### config.mk
export PLATFORM = sky130hd
export DESIGN_NAME = mem_arbiter
export DESIGN_NICKNAME = d
export VERILOG_FILES = /design/src/rtl/mem_arbiter_pkg.sv /design/src/rtl/mem_arbiter_tag_table.sv /design/src/rtl/mem_arbiter.sv
export SDC_FILE = /design/constraint.sdc
export NUM_CORES = 1
export LEC_CHECK = 0
export BUFFER_PORTS_ARGS = -buffer_cell sky130_fd_sc_hd__buf_2
export CAP_MARGIN = 15
export CORE_AREA = 10 10 169 171
export CTS_CLUSTER_DIAMETER = 100
export DETAILED_ROUTE_END_ITERATION = 10
export DIE_AREA = 0 0 179 181
export PLACE_DENSITY = 0.47
export REMOVE_ABC_BUFFERS = 1
export SLEW_MARGIN = 20
export SYNTH_ARGS = -nofsm -noshare
export SYNTH_HDL_FRONTEND = slang
export SYNTH_SLANG_ARGS = --single-unit
### constraint.sdc
create_clock -name clock -period 6 [get_ports clock]
set_clock_uncertainty 0.05 [all_clocks]
set_input_delay 1.2 -clock clock [delete_from_list [all_inputs] [get_ports clock]]
set_output_delay 1.2 -clock clock [all_outputs]
set_load 0.005 [all_outputs]
### src/rtl/mem_arbiter_pkg.sv
// Shared bus, tag-table and arbiter state types for the memory arbiter.
// Package sys_defs; the optional feature is selected by MEM_ARB_STARVE_EN.
package sys_defs;

  localparam int XLEN = 32;

  typedef enum logic [1:0] {
    BUS_NONE  = 2'h0,
    BUS_LOAD  = 2'h1,
    BUS_STORE = 2'h2
  } BUS_COMMAND;

  typedef enum logic {
    OWN_ICACHE = 1'b0,
    OWN_DCACHE = 1'b1
  } MEM_OWNER;

  typedef struct packed {
    logic     valid;
    MEM_OWNER owner;
  } MEM_TAG_ENTRY;

  typedef enum logic [1:0] {
    IDLE   = 2'd0,
    HOLD_I = 2'd1,
    HOLD_D = 2'd2
  } ARB_STATE;

endpackage

### src/rtl/mem_arbiter_tag_table.sv
// Outstanding-load tag table: tags 1..15 map to the requester owning them.
// Allocation wins over a same-cycle clear of the same tag.
module mem_tag_table
  import sys_defs::*;
(
  input  logic       clock,
  input  logic       reset,
  input  logic       alloc_en,
  input  logic [3:0] alloc_tag,
  input  MEM_OWNER   alloc_owner,
  input  logic       clear_en,
  input  logic [3:0] lookup_tag,
  output logic       lookup_valid,
  output MEM_OWNER   lookup_owner
);

  MEM_TAG_ENTRY table_q [1:15];

  always_comb begin
    lookup_valid = 1'b0;
    lookup_owner = OWN_ICACHE;
    if (lookup_tag != 4'd0) begin
      lookup_valid = table_q[lookup_tag].valid;
      lookup_owner = table_q[lookup_tag].owner;
    end
  end

  always_ff @(posedge clock) begin
    if (reset) begin
      for (int i = 1; i < 16; i++) begin
        table_q[i] <= '0;
      end
    end else begin
      if (clear_en && lookup_tag != 4'd0) begin
        table_q[lookup_tag].valid <= 1'b0;
      end
      if (alloc_en && alloc_tag != 4'd0) begin
        table_q[alloc_tag] <= MEM_TAG_ENTRY'{
          valid: 1'b1,
          owner: alloc_owner
        };
      end
    end
  end

endmodule

### src/rtl/mem_arbiter.sv
// Two-client memory arbiter (icache/dcache) with tag-based return routing.
// Define MEM_ARB_STARVE_EN to enable the icache anti-starvation counter.
module mem_arbiter
  import sys_defs::*;
#(
  parameter int MEM_ARB_STARVE_LIMIT = 4
) (
  input  logic            clock,
  input  logic            reset,
  input  logic [1:0]      icache2arb_command,
  input  logic [XLEN-1:0] icache2arb_addr,
  input  logic [1:0]      dcache2arb_command,
  input  logic [XLEN-1:0] dcache2arb_addr,
  input  logic [63:0]     dcache2arb_data,
  input  logic [3:0]      mem2proc_response,
  input  logic [63:0]     mem2proc_data,
  input  logic [3:0]      mem2proc_tag,
  output logic [1:0]      proc2mem_command,
  output logic [XLEN-1:0] proc2mem_addr,
  output logic [63:0]     proc2mem_data,
  output logic [3:0]      arb2icache_response,
  output logic [3:0]      arb2icache_tag,
  output logic [63:0]     arb2icache_data,
  output logic [3:0]      arb2dcache_response,
  output logic [3:0]      arb2dcache_tag,
  output logic [63:0]     arb2dcache_data,
  output logic            icache_grant,
  output logic            dcache_grant,
  output logic            arb_tag_err
);

  ARB_STATE state, state_nxt;
  logic     i_req, d_req;
  logic     i_gnt, d_gnt;
  logic     force_i;
  logic     load_gnt, alloc_en;
  logic     tag_valid, hit, err_q;
  MEM_OWNER tag_owner, alloc_owner;

  assign i_req = icache2arb_command != BUS_NONE;
  assign d_req = dcache2arb_command != BUS_NONE;

`ifdef MEM_ARB_STARVE_EN
  logic [3:0] starve_cnt;
  localparam logic [3:0] LIMIT = 4'(MEM_ARB_STARVE_LIMIT);

  assign force_i = (state == IDLE) && i_req &&
                   (starve_cnt == LIMIT);

  // Saturates at the limit so a long dcache hold cannot skip past it.
  always_ff @(posedge clock) begin
    if (reset) begin
      starve_cnt <= 4'd0;
    end else if (i_req && !i_gnt) begin
      if (starve_cnt != LIMIT) begin
        starve_cnt <= starve_cnt + 4'd1;
      end
    end else begin
      starve_cnt <= 4'd0;
    end
  end
`else
  logic [3:0] unused_limit;
  assign unused_limit = 4'(MEM_ARB_STARVE_LIMIT);
  assign force_i = 1'b0;
`endif

  always_comb begin
    i_gnt = 1'b0;
    d_gnt = 1'b0;
    if (!reset) begin
      if (state == HOLD_I && i_req) begin
        i_gnt = 1'b1;
      end else if (state == HOLD_D && d_req) begin
        d_gnt = 1'b1;
      end else if (force_i) begin
        i_gnt = 1'b1;
      end else if (d_req) begin
        d_gnt = 1'b1;
      end else if (i_req) begin
        i_gnt = 1'b1;
      end
    end
  end

  assign icache_grant = i_gnt;
  assign dcache_grant = d_gnt;

  always_comb begin
    proc2mem_command = BUS_NONE;
    proc2mem_addr    = '0;
    proc2mem_data    = '0;
    if (i_gnt) begin
      proc2mem_command = icache2arb_command;
      proc2mem_addr    = icache2arb_addr;
    end else if (d_gnt) begin
      proc2mem_command = dcache2arb_command;
      proc2mem_addr    = dcache2arb_addr;
      proc2mem_data    = dcache2arb_data;
    end
  end

  assign arb2icache_response =
    i_gnt ? mem2proc_response : 4'd0;
  assign arb2dcache_response =
    d_gnt ? mem2proc_response : 4'd0;

  always_comb begin
    state_nxt = IDLE;
    if (mem2proc_response == 4'd0) begin
      if (i_gnt) begin
        state_nxt = HOLD_I;
      end else if (d_gnt) begin
        state_nxt = HOLD_D;
      end
    end
  end

  always_ff @(posedge clock) begin
    if (reset) begin
      state <= IDLE;
    end else begin
      state <= state_nxt;
    end
  end

  assign load_gnt =
    (i_gnt && icache2arb_command == BUS_LOAD) ||
    (d_gnt && dcache2arb_command == BUS_LOAD);
  assign alloc_en    = load_gnt && mem2proc_response != 4'd0;
  assign alloc_owner = d_gnt ? OWN_DCACHE : OWN_ICACHE;

  mem_tag_table u_tags (
    .clock        (clock),
    .reset        (reset),
    .alloc_en     (alloc_en),
    .alloc_tag    (mem2proc_response),
    .alloc_owner  (alloc_owner),
    .clear_en     (hit),
    .lookup_tag   (mem2proc_tag),
    .lookup_valid (tag_valid),
    .lookup_owner (tag_owner)
  );

  assign hit = !reset && mem2proc_tag != 4'd0 && tag_valid;

  always_comb begin
    arb2icache_tag  = 4'd0;
    arb2icache_data = '0;
    arb2dcache_tag  = 4'd0;
    arb2dcache_data = '0;
    if (hit && tag_owner == OWN_ICACHE) begin
      arb2icache_tag  = mem2proc_tag;
      arb2icache_data = mem2proc_data;
    end else if (hit) begin
      arb2dcache_tag  = mem2proc_tag;
      arb2dcache_data = mem2proc_data;
    end
  end

  always_ff @(posedge clock) begin
    if (reset) begin
      err_q <= 1'b0;
    end else if (mem2proc_tag != 4'd0 && !tag_valid) begin
      err_q <= 1'b1;
    end
  end

  assign arb_tag_err = err_q && !reset;

endmodule
# After elaboration in Yosys (flattened, before gate mapping)
# Memories as Yosys holds them, arrays and structs flattened.
# Cells that the tools add are included.
# word_totals
ff_bits	3
ramBits	30
mem_count	1
# mem_list
memory	depth	width	rd	rd_ports_with_merged_regs	write_ports	line_no	source
u_tags.table_q	15	2	1	0	15	mem_arbiter_tag_table.sv:17	MEM_TAG_ENTRY table_q [1:15];
# op_classes
n_eq_ne	4
muxes	42
bitwise_logic	2
reduce_logical	24
# op_table
op	count
64-bit two-way mux	5
32-bit two-way mux	2
4-bit two-way mux	7
1-bit two-way mux	22
1-bit logical AND	12
2-bit two-way mux	6
4-bit nonzero test	2
2-bit by 1-bit == test with 1-bit output, second input constant	3
2-bit OR reduction	3
4-bit logical NOT	1
2-bit nonzero test	2
3-bit OR reduction	1
2-bit == test, second input constant	1
1-bit logical NOT	2
1-bit inverter	2
1-bit logical OR	1

# Depth between registers and ports, before layout
# Gate-level depths: netlist of run 1.
# depth
ltp_word	15
mapped_depth	9
ltp_nobuf	6

# Modules after synthesis
# From an unflattened synthesis of run 1, not the netlist that was laid out.
# unflattened
cells_unflattened	532
hier_area_um2	4087.7
# modules_own_cells
mod	n_inst	cells_per_inst	area_each_um2	seq_area_each_um2
mem_arbiter	1	371	2481.1	60.1
mem_tag_table	1	161	1606.5	750.7

# Worst setup path after synthesis of run 1
# No wires, ideal clock.
# synth_timing
kind	input -> output
startpoint	input mem2proc_tag[1]
endpoint	output arb2icache_data[28]
arrival_ps	2659
t_required_ps	4750
path_slack_ps	2091
stages	9
n_path_buf	5
path_cell_list	buf_6 -> buf_12 -> mux2i_1 -> a221oi_2 -> nand3_1 -> buf_2 -> buf_4 -> buf_2 -> a211oi_2
# synth_between
elab_chain_cells	5
word_cells_on_any_way	9
cone_classes	3 x mux; 1 x bitwise; 4 x reduce/logical; 1 x memory
# synth_lines
element	line_no	source
start, declared	mem_arbiter.sv:17	input logic [3:0] mem2proc_tag,
memory read 15 x 2 bit / 4-bit nonzero test (equally long branches)	-	
1-bit two-way mux / 1-bit logical AND (equally long branches)	mem_arbiter_tag_table.sv:22, mem_arbiter.sv:145	
1-bit logical AND / 1-bit inverter (equally long branches)	mem_arbiter.sv:145, mem_arbiter.sv:152	
1-bit logical AND (*)	mem_arbiter.sv:152	if (hit && tag_owner == OWN_ICACHE) begin
64-bit two-way mux (*)	mem_arbiter.sv:152	
end, declared	mem_arbiter.sv:23	output logic [63:0] arb2icache_data,
# Every way passes the cells marked *; elsewhere a longest branch is shown, timed or not.

# Final worst setup path of run 1
# layout_timing
startpoint	input mem2proc_tag[1]
endpoint	output arb2dcache_data[34]
# layout_between
elab_chain_cells	5
word_cells_on_any_way	10
cone_classes	4 x mux; 1 x bitwise; 4 x reduce/logical; 1 x memory
# layout_lines
element	line_no	source
memory read 15 x 2 bit / 4-bit nonzero test (equally long branches)	-	
1-bit two-way mux / 1-bit logical AND (equally long branches)	mem_arbiter_tag_table.sv:22, mem_arbiter.sv:145	
1-bit logical AND / 1-bit inverter (equally long branches)	mem_arbiter.sv:145, mem_arbiter.sv:152	
64-bit two-way mux / 1-bit logical AND (equally long branches)	mem_arbiter.sv:155, mem_arbiter.sv:152	
64-bit two-way mux (*)	mem_arbiter.sv:152	
end, declared	mem_arbiter.sv:26	output logic [63:0] arb2dcache_data,
# Marked as above.

==> results.toml, run 1 <==
[outcome]
status = "completed"

[clocking]
post_cts_buffers = 0
root_buffer = "clkbuf_16"
insertion_delay_ns = 0.28
ctsResizeCount = 0
htreeDepth = 2
cts_tree = "done"
clk_pin_slew_ns = 0.05
holdBufCountCts = 0
cts_sinks = 35
cts_buffer_depth = 2
numCtsBuffers = 5

[worst_hold_path]
min_path_cells = 0
hp-class = "reg2reg"

[sta]
finalCritPeriodShare_pct = 83.2
fmax_mhz = 200
hold_viol = 0
rsz0062_at_grt = "false"
tightest_slew_ns = 1.12
slew_headroom_pct = 24.8
min_period_ns = 4.99
drv_slew = 0
setup_tns_ns = 0
setup_viol = 0

[synth]
synth-edff-count = 16
netlist.area_leader.share_pct = 21.7
yosys_warnings = 0
ys_top_cells_by_area = "a211oi_2 22%, edfxtp_1 10%, and2_1 9.5%"
ys_seq_elements = 35
synthFlopType = "dfxtp_1"
yosys.area.top_type = "a211oi_2"
ys_types = 45
avgSynthCellArea_sq_um = 8.21
netlist_instances = 562
async_reset_ff_share_pct = 0
synth_area_sq_um = 4620
ys_seq_area_share_pct = 18.7

[pwr]
finalPower_mw = 0.909
powerDensity_nw_per_um2 = 126
leakagePower_nw = 3.76
peakVddDrop_mv = 0.106

[cells_and_area]
fillers = 2750
final_cell_mix = "450 x buf_2, 80 x a211oi_2, 74 x inv_1"
drive_gt1_share_pct = 59.1
synthToLayoutAreaGrowth_pct = 56.6
nets = 1164
layout_commonest_cell = "buf_2"

[die]
dieWidth_um = 179
rows = 58
io_pins = 451
initial_utilization_pct = 18.4
dieArea_sq_um = 32400
die_h_um = 181
design.core.area_sq_um = 25000

[placed_design]
port_buffers = 450
place.gp.congestion = 0.850
hpwl_um = 22900

[critical_path]
end_kind = "primary output"
worstPathMaxFanout = 53
critical_path_class = "in2out"
r2r_cells = 7
start_kind = "primary input"
critPathArrivalTime_ns = 3.74
critPathRequiredTime_ns = 4.75

[routing]
drt-total-wl_um = 26700
ant_nets = 0
wl_per_cell_um = 20.7
via_count = 5827
drt_pass1_iterations = 4
post_drt_via_cell_ratio = 4.51
drt_iter0_markers = 312
drcViolationCount = 0

[global_routing]
overflow = 0
grt_pass1_wl_um = 38100
grt_max_degree = 105
antenna_found_initial = 5
track_usage_pct = 15.0
grt_pass1_vias = 5859

[job]
maxCapViolations = 0
[sequential cells by signal (all words and copies together), names as in the netlist]
signal and cells:
err_q 1, u_tags.table_q 32, state 2
[stage by stage]
step	hold slack, ns	setup slack [ns]	cells	instance area, sq um	utilization, %
floorplan	0.280	-1.54	485	4220	-
global placement	0.303	1.07	1281	7090	28.3
detailed placement	0.289	1.01	1281	7090	28.3
CTS	0.300	1.00	1289	7220	28.9
global route	0.307	0.768	1291	7230	28.9
finish	0.297	1.01	1291	7230	28.9
[kinds of logic after synthesis]
| logic type | count (synthesis) | synth area share (%) |
|---|---|---|
| AOI/OAI and AO/OA | 228 | 45.7 |
| buffers and inverters | 152 | 14.7 |
| and+or+nand+nor | 134 | 16.8 |
| DFF | 35 | 18.6 |
| muxes | 12 | 4.01 |
| other | 1 | 0.0812 |
[worst max-delay path, cell delays in order]
cell      delay, ns
buf_2          0.34
mux2i_1        0.15
a221oi_2       0.42
nand3_4        0.66
buf_12         0.46
a211oi_1       0.28
buf_2          0.16
[Yosys cell counts (4+ instances only)]
cell      count
a211oi_2     80
a211oi_1     54
mux2i_1       5
nor3_1       14
a22o_1       33
o311ai_0      4
nor2b_1       5
inv_1        75
o211ai_1      9
buf_1         7
dfxtp_1      19
buf_6         5
nand2b_1      4
a21oi_1       4
nor2_1        8
o21ai_0      18
buf_4         7
and3_1        7
buf_2        22
clkbuf_1     35
o21ai_1      12
and2_1       70
nand3_1       5
edfxtp_1     16
nand2_1      10
[final timing paths]
check | start | slack [ns] | endpoint
hold / removal | u_tags.table_q[0][1]$_SDFFE_PP1P_ | 0.30 | u_tags.table_q[0][1]$_SDFFE_PP1P_
hold reg to reg | u_tags.table_q[0][1]$_SDFFE_PP1P_ | 0.30 | u_tags.table_q[0][1]$_SDFFE_PP1P_
setup reg to reg | state[0]$_SDFF_PP0_ | 3.66 | u_tags.table_q[2][0]$_SDFFCE_PN0P_
setup / recovery | mem2proc_tag[1] | 1.01 | arb2dcache_data[34]
[per-layer routing]
metal / up-vias / global-route usage [%] / wire length (um)
li1: 2854 / - / -
met1: 2627 / 15.1 / 9200
met2: 314 / 27.9 / 13700
met3: 30 / 5.90 / 3100
met4: 2 / 4.04 / 643
met5: - / 0 / 13
[cell type report]
cell class | instances | area, sq um | area share [%]
tap | 330 | 413 | 5.71
antenna | 2 | 5.00 | 0.0692
clock buffer | 8 | 136 | 1.89
inverter | 75 | 282 | 3.89
sequential | 35 | 861 | 11.9
timing repair buffer | 466 | 2430 | 33.7
multi-input combinational | 375 | 3100 | 42.9
[power by group]
group | switching (mW) | total [mW] | internal [mW]
Sequential | 0.00224 | 0.259 | 0.257
Clock | 0.0888 | 0.243 | 0.154
Combinational | 0.237 | 0.408 | 0.171
No activity file was read; power rests on OpenSTA's default activity.
==> run 2, diff against run 1 <==
==> constraint.sdc (replaced) <==
create_clock -name clock -period 4.7 [get_ports clock]
set_clock_uncertainty 0.05 [all_clocks]
set_input_delay 0.94 -clock clock [delete_from_list [all_inputs] [get_ports clock]]
set_output_delay 0.94 -clock clock [all_outputs]
set_load 0.005 [all_outputs]
==> results.toml, run 2 (synthesis results as in run 1) <==
[cells_and_area]
synthToLayoutAreaGrowth_pct = 58.6
largest_reg_flops = 32
layout_commonest_cell = "buf_2"
final_cell_mix = "450 x buf_2, 80 x a211oi_2, 74 x inv_1"
top_register = "u_tags.table_q"
fin_cells = 1296
top_regs = "u_tags.table_q: 32 flops, state: 2 flops, err_q: 1 flops"
drive_gt1_share_pct = 59.5
nets = 1169
finalInstanceArea_sq_um = 7320

[clocking]
numCtsBuffers = 5
cts_sinks = 35
cts_buffer_depth = 2
htreeDepth = 2
clk_pin_slew_ns = 0.05
insertion_delay_ns = 0.28
holdBufCountCts = 0
cts_tree = "done"
post_cts_buffers = 0
root_buffer = "clkbuf_16"
ctsResizeCount = 0

[placed_design]
port_buffers = 450
hpwl_um = 23100
place.gp.congestion = 0.846
postPlaceCellArea_sq_um = 7150
dp_cells = 1286

[critical_path]
critPathArrivalTime_ns = 3.18
start_kind = "primary input"
worstPathMaxFanout = 50
critical_path_class = "in2out"
rr_startpoint = "state[0]$_SDFF_PP0_"
critPathRequiredTime_ns = 3.71
end_kind = "primary output"
worstSetupStartpoint = "mem2proc_tag[2]"

[routing]
drt-total-wl_um = 27000
via_count = 5902
drcViolationCount = 0
ant_nets = 0
wl_per_cell_um = 20.9
post_drt_via_cell_ratio = 4.55
drt_iter0_markers = 268
drt_pass1_iterations = 5

[worst_hold_path]
hp-class = "reg2reg"
hold_start = "u_tags.table_q[0][1]$_SDFFE_PP1P_"

[global_routing]
grt_pass1_wl_um = 38600
overflow = 0
grt_max_degree = 80
antenna_found_initial = 6
track_usage_pct = 15.2
grt_pass1_vias = 6024

[sta]
finalCritPeriodShare_pct = 88.6
setup_tns_ns = 0
drv_slew = 0
slew_headroom_pct = 27.3
tightest_slew_ns = 1.09
min_period_ns = 4.17
rsz0062_at_grt = "false"
fmax_mhz = 240
hold_viol = 0
setup_viol = 0

[job]
maxCapViolations = 0

[pwr]
peakVddDrop_mv = 0.132
finalPower_mw = 1.23
powerDensity_nw_per_um2 = 169
leakagePower_nw = 3.81

[die]
rows = 58
io_pins = 451
initial_utilization_pct = 18.4
die_h_um = 181
design.core.area_sq_um = 25000
dieArea_sq_um = 32400
dieWidth_um = 179

[outcome]
status = "completed"
[run 2: final timing paths]
check	to	slack, ns	cells after the start
hold reg to reg	u_tags.table_q[0][1]$_SDFFE_PP1P_	0.30	0
setup / recovery	arb2dcache_data[32]	0.53	7
setup reg to reg	u_tags.table_q[3][0]$_SDFFCE_PN0P_	2.42	4
hold / removal	u_tags.table_q[0][1]$_SDFFE_PP1P_	0.30	0
[run 2: layer usage]
| metal | global-route usage, % | vias to the layer above | share of wire [%] |
|---|---|---|---|
| met4 | 3.57 | 6 | 2.2 |
| met3 | 5.90 | 30 | 12 |
| met5 | 0 | - | 0.13 |
| met2 | 28.6 | 324 | 51 |
| met1 | 15.3 | 2682 | 35 |
| li1 | - | 2860 | - |
[run 2: cell type report]
type,count,area [sq um]
multi-input combinational,375,3100
clock buffer,5,125
sequential,35,861
antenna,2,5.00
timing repair buffer,471,2500
tap,330,413
fill,2792,17700
clock inverter,3,38.8
inverter,75,282
[run 2: critical path, stage by stage]
cell and delay (ns):
buf_2 0.24, and2b_1 0.25, a221oi_2 0.37, nand3_4 0.48
buf_12 0.37, a211oi_1 0.29, buf_2 0.16
[run 2: through the flow]
stage	hold WS [ns]	setup slack [ns]	utilization [%]
final	0.303	0.535	29.2
after global routing	0.310	0.321	29.2
after CTS	0.303	0.555	29.2
after detailed placement	0.293	0.557	28.6
after global placement	0.298	0.608	28.6
after floorplan	0.280	-2.32	-
[run 2: power by group]
part / total, mW / switching [mW] / internal, mW
Sequential: 0.330 / 0.00257 / 0.327
Clock: 0.371 / 0.124 / 0.247
Combinational: 0.534 / 0.307 / 0.226
Total: 1.23 / 0.433 / 0.801
==> run 3, diff against run 2 <==
--- a/config.mk
+++ b/config.mk
@@ -7,13 +7,14 @@
 export LEC_CHECK = 0
 export BUFFER_PORTS_ARGS = -buffer_cell sky130_fd_sc_hd__buf_2
 export CAP_MARGIN = 15
-export CORE_AREA = 10 10 169 171
+export CORE_AREA = 10 10 166 168
 export CTS_CLUSTER_DIAMETER = 100
 export DETAILED_ROUTE_END_ITERATION = 10
-export DIE_AREA = 0 0 179 181
-export PLACE_DENSITY = 0.47
+export DIE_AREA = 0 0 176 178
+export PLACE_DENSITY = 0.46
 export REMOVE_ABC_BUFFERS = 1
 export SLEW_MARGIN = 20
 export SYNTH_ARGS = -nofsm -noshare
 export SYNTH_HDL_FRONTEND = slang
+export SYNTH_HIERARCHICAL = 1
 export SYNTH_SLANG_ARGS = --single-unit
==> results.toml, run 3 <==
[outcome]
status = "completed"

[critical_path]
start_kind = "primary input"
critPathRequiredTime_ns = 3.71
cp_top_family = "multiplexers"
crit_top_cell = "buf_2"
rr_startpoint = "u_tags/table_q[8][1]$_SDFFE_PP1P_"
r2r_cells = 9
worstPathMaxFanout = 68
end_kind = "primary output"
critPathSlowestCell = "mux4_1"
critPathMaxStageDelay_ns = 0.63
crit_chain = "buf_2 > mux4_1 > mux2i_1 > o21ai_1 > nor4b_4 > buf_12 > and2_1 > buf_2"
r2r_end = "u_tags/table_q[11][1]$_SDFFE_PP1P_"
path_buf_inv = 3
critical_path_class = "in2out"
reg2reg_slack_ns = 2.06
critPathArrivalTime_ns = 3.16

[worst_hold_path]
min_path_cells = 1
hp-class = "reg2reg"
hold_start = "err_q$_SDFFE_PP0P_"
hold_end = "err_q$_SDFFE_PP0P_"

[sta]
setup_tns_ns = 0
fmax_mhz = 241
tightest_slew_ns = 0.901
min_period_ns = 4.15
rsz0062_at_grt = "false"
drv_slew = 0
slew_headroom_pct = 39.7
setup_viol = 0
finalCritPeriodShare_pct = 88.4
setup_slack_ns = 0.545
hold_viol = 0

[synth]
synthXorXnorAreaFrac_pct = 0
yosys.area_share.adder_pct = 0
synth_most_common_cell = "and2_1"
synth_top_family_by_area = "simple AND/OR/NAND/NOR gates"
ys_seq_elements = 33
synth_area_sq_um = 4090
synth_mux_area_share_pct = 4.53
ys_top_cells_by_count = "204 x and2_1, 70 x nand2_1, 34 x inv_1"
ys_seq_area_share_pct = 19.8
async_reset_ff_share_pct = 0
ys_top_cells_by_area = "and2_1 31%, edfxtp_1 11%, dfxtp_1 8.8%"
yosys.area.top_type = "and2_1"
yosys.area_share.simple_pct = 49.2
ys_types = 53
netlist.area_leader.share_pct = 31.2
yosys_warnings = 6
synth_compound_area_share_pct = 17.0
synth-edff-count = 15
netlist_instances = 532
synthFlopType = "dfxtp_1"
avgSynthCellArea_sq_um = 7.68

[job]
maxCapViolations = 0

[die]
design.core.area_sq_um = 24100
dieWidth_um = 176
dieArea_sq_um = 31300
rows = 57
io_pins = 451
die_h_um = 178
initial_utilization_pct = 17.0

[clocking]
cts_buffer_depth = 2
clk_pin_slew_ns = 0.05
cts_tree = "done"
post_cts_buffers = 0
root_buffer = "clkbuf_16"
insertion_delay_ns = 0.28
cts_sinks = 33
numCtsBuffers = 5
ctsResizeCount = 0
htreeDepth = 2
holdBufCountCts = 0

[routing]
drcViolationCount = 0
drt_pass1_iterations = 4
drt_iter0_markers = 194
ant_nets = 0
post_drt_via_cell_ratio = 4.18
via_count = 5344
drt-total-wl_um = 24400
wl_per_cell_um = 19.0

[cells_and_area]
top_register = "u_tags/table_q"
largest_reg_flops = 30
drive_gt1_share_pct = 53.2
insertedDiodeCount = 0
synthToLayoutAreaGrowth_pct = 65.0
layout_commonest_cell = "buf_2"
top_regs = "u_tags/table_q: 30 flops, state: 2 flops, err_q: 1 flops"
final_cell_mix = "450 x buf_2, 204 x and2_1, 70 x nand2_1"
fin_util_pct = 28.0
nets = 1160

[placed_design]
port_buffers = 450
pre_cts_ws_ns = 0.534
place.gp.congestion = 0.872
hpwl_um = 21000

[pwr]
powerDensity_nw_per_um2 = 153
peakVddDrop_mv = 0.112
leakagePower_nw = 3.85

[global_routing]
antenna_found_initial = 3
grt_max_degree = 73
grt_pass1_wl_um = 34600
overflow = 0
grt_pass1_vias = 5408
track_usage_pct = 14.3
run 3: where the power goes:
part / leakage [nW] / internal (mW) / switching, mW / total (mW)
Combinational: 3.48 / 0.191 / 0.209 / 0.400
Sequential: 0.297 / 0.307 / 0.00253 / 0.310
Clock: 0.0696 / 0.194 / 0.125 / 0.319
Total: 3.85 / 0.692 / 0.337 / 1.03
run 3: stage by stage:
stage	hold WS (ns)	power [mW]	std cells	cell area [sq um]
2_1_floorplan	0.383	0.468	488	3830
3_3_place_gp	0.392	0.723	1271	6600
3_5_place_dp	0.399	0.724	1271	6600
4_1_cts	0.412	1.05	1279	6740
5_1_grt	0.441	1.10	1279	6750
6_report	0.408	1.03	1279	6750
run 3: per-layer routing:
metal	wire length [um]	vias to the layer above	track usage (%)
li1	-	2622	-
met1	9420	2396	15.3
met2	12500	306	26.9
met3	2250	16	5.05
met4	161	4	1.80
met5	32	-	0
run 3: how the worst max path moves through the flow:
stage	depth (start not counted)	end	slack, ns	startpoint
after floorplan	5	arb2icache_data[0]	0.59	mem2proc_tag[0]
after global placement	8	arb2icache_data[33]	0.57	mem2proc_tag[0]
after detailed placement	8	arb2icache_data[33]	0.53	mem2proc_tag[0]
after CTS	8	arb2icache_data[33]	0.54	mem2proc_tag[0]
after global routing	8	arb2icache_data[33]	0.39	mem2proc_tag[0]
final	8	arb2icache_data[35]	0.55	mem2proc_tag[0]
run 3: kinds of logic after synthesis:
logic type | count (synthesis)
muxes | 11
and+or+nand+nor | 343
buffers and inverters | 80
AOI/OAI and AO/OA | 65
DFF | 33
run 3: layout make-up:
type                            count  area, sq um
Timing Repair Buffer              459         2340
Tap cell                          324          405
Fill cell                        2728        17400
Clock buffer                        5          125
Inverter                           36          135
Multi-Input combinational cell    419         2910
Clock inverter                      3         17.5
Sequential cell                    33          811
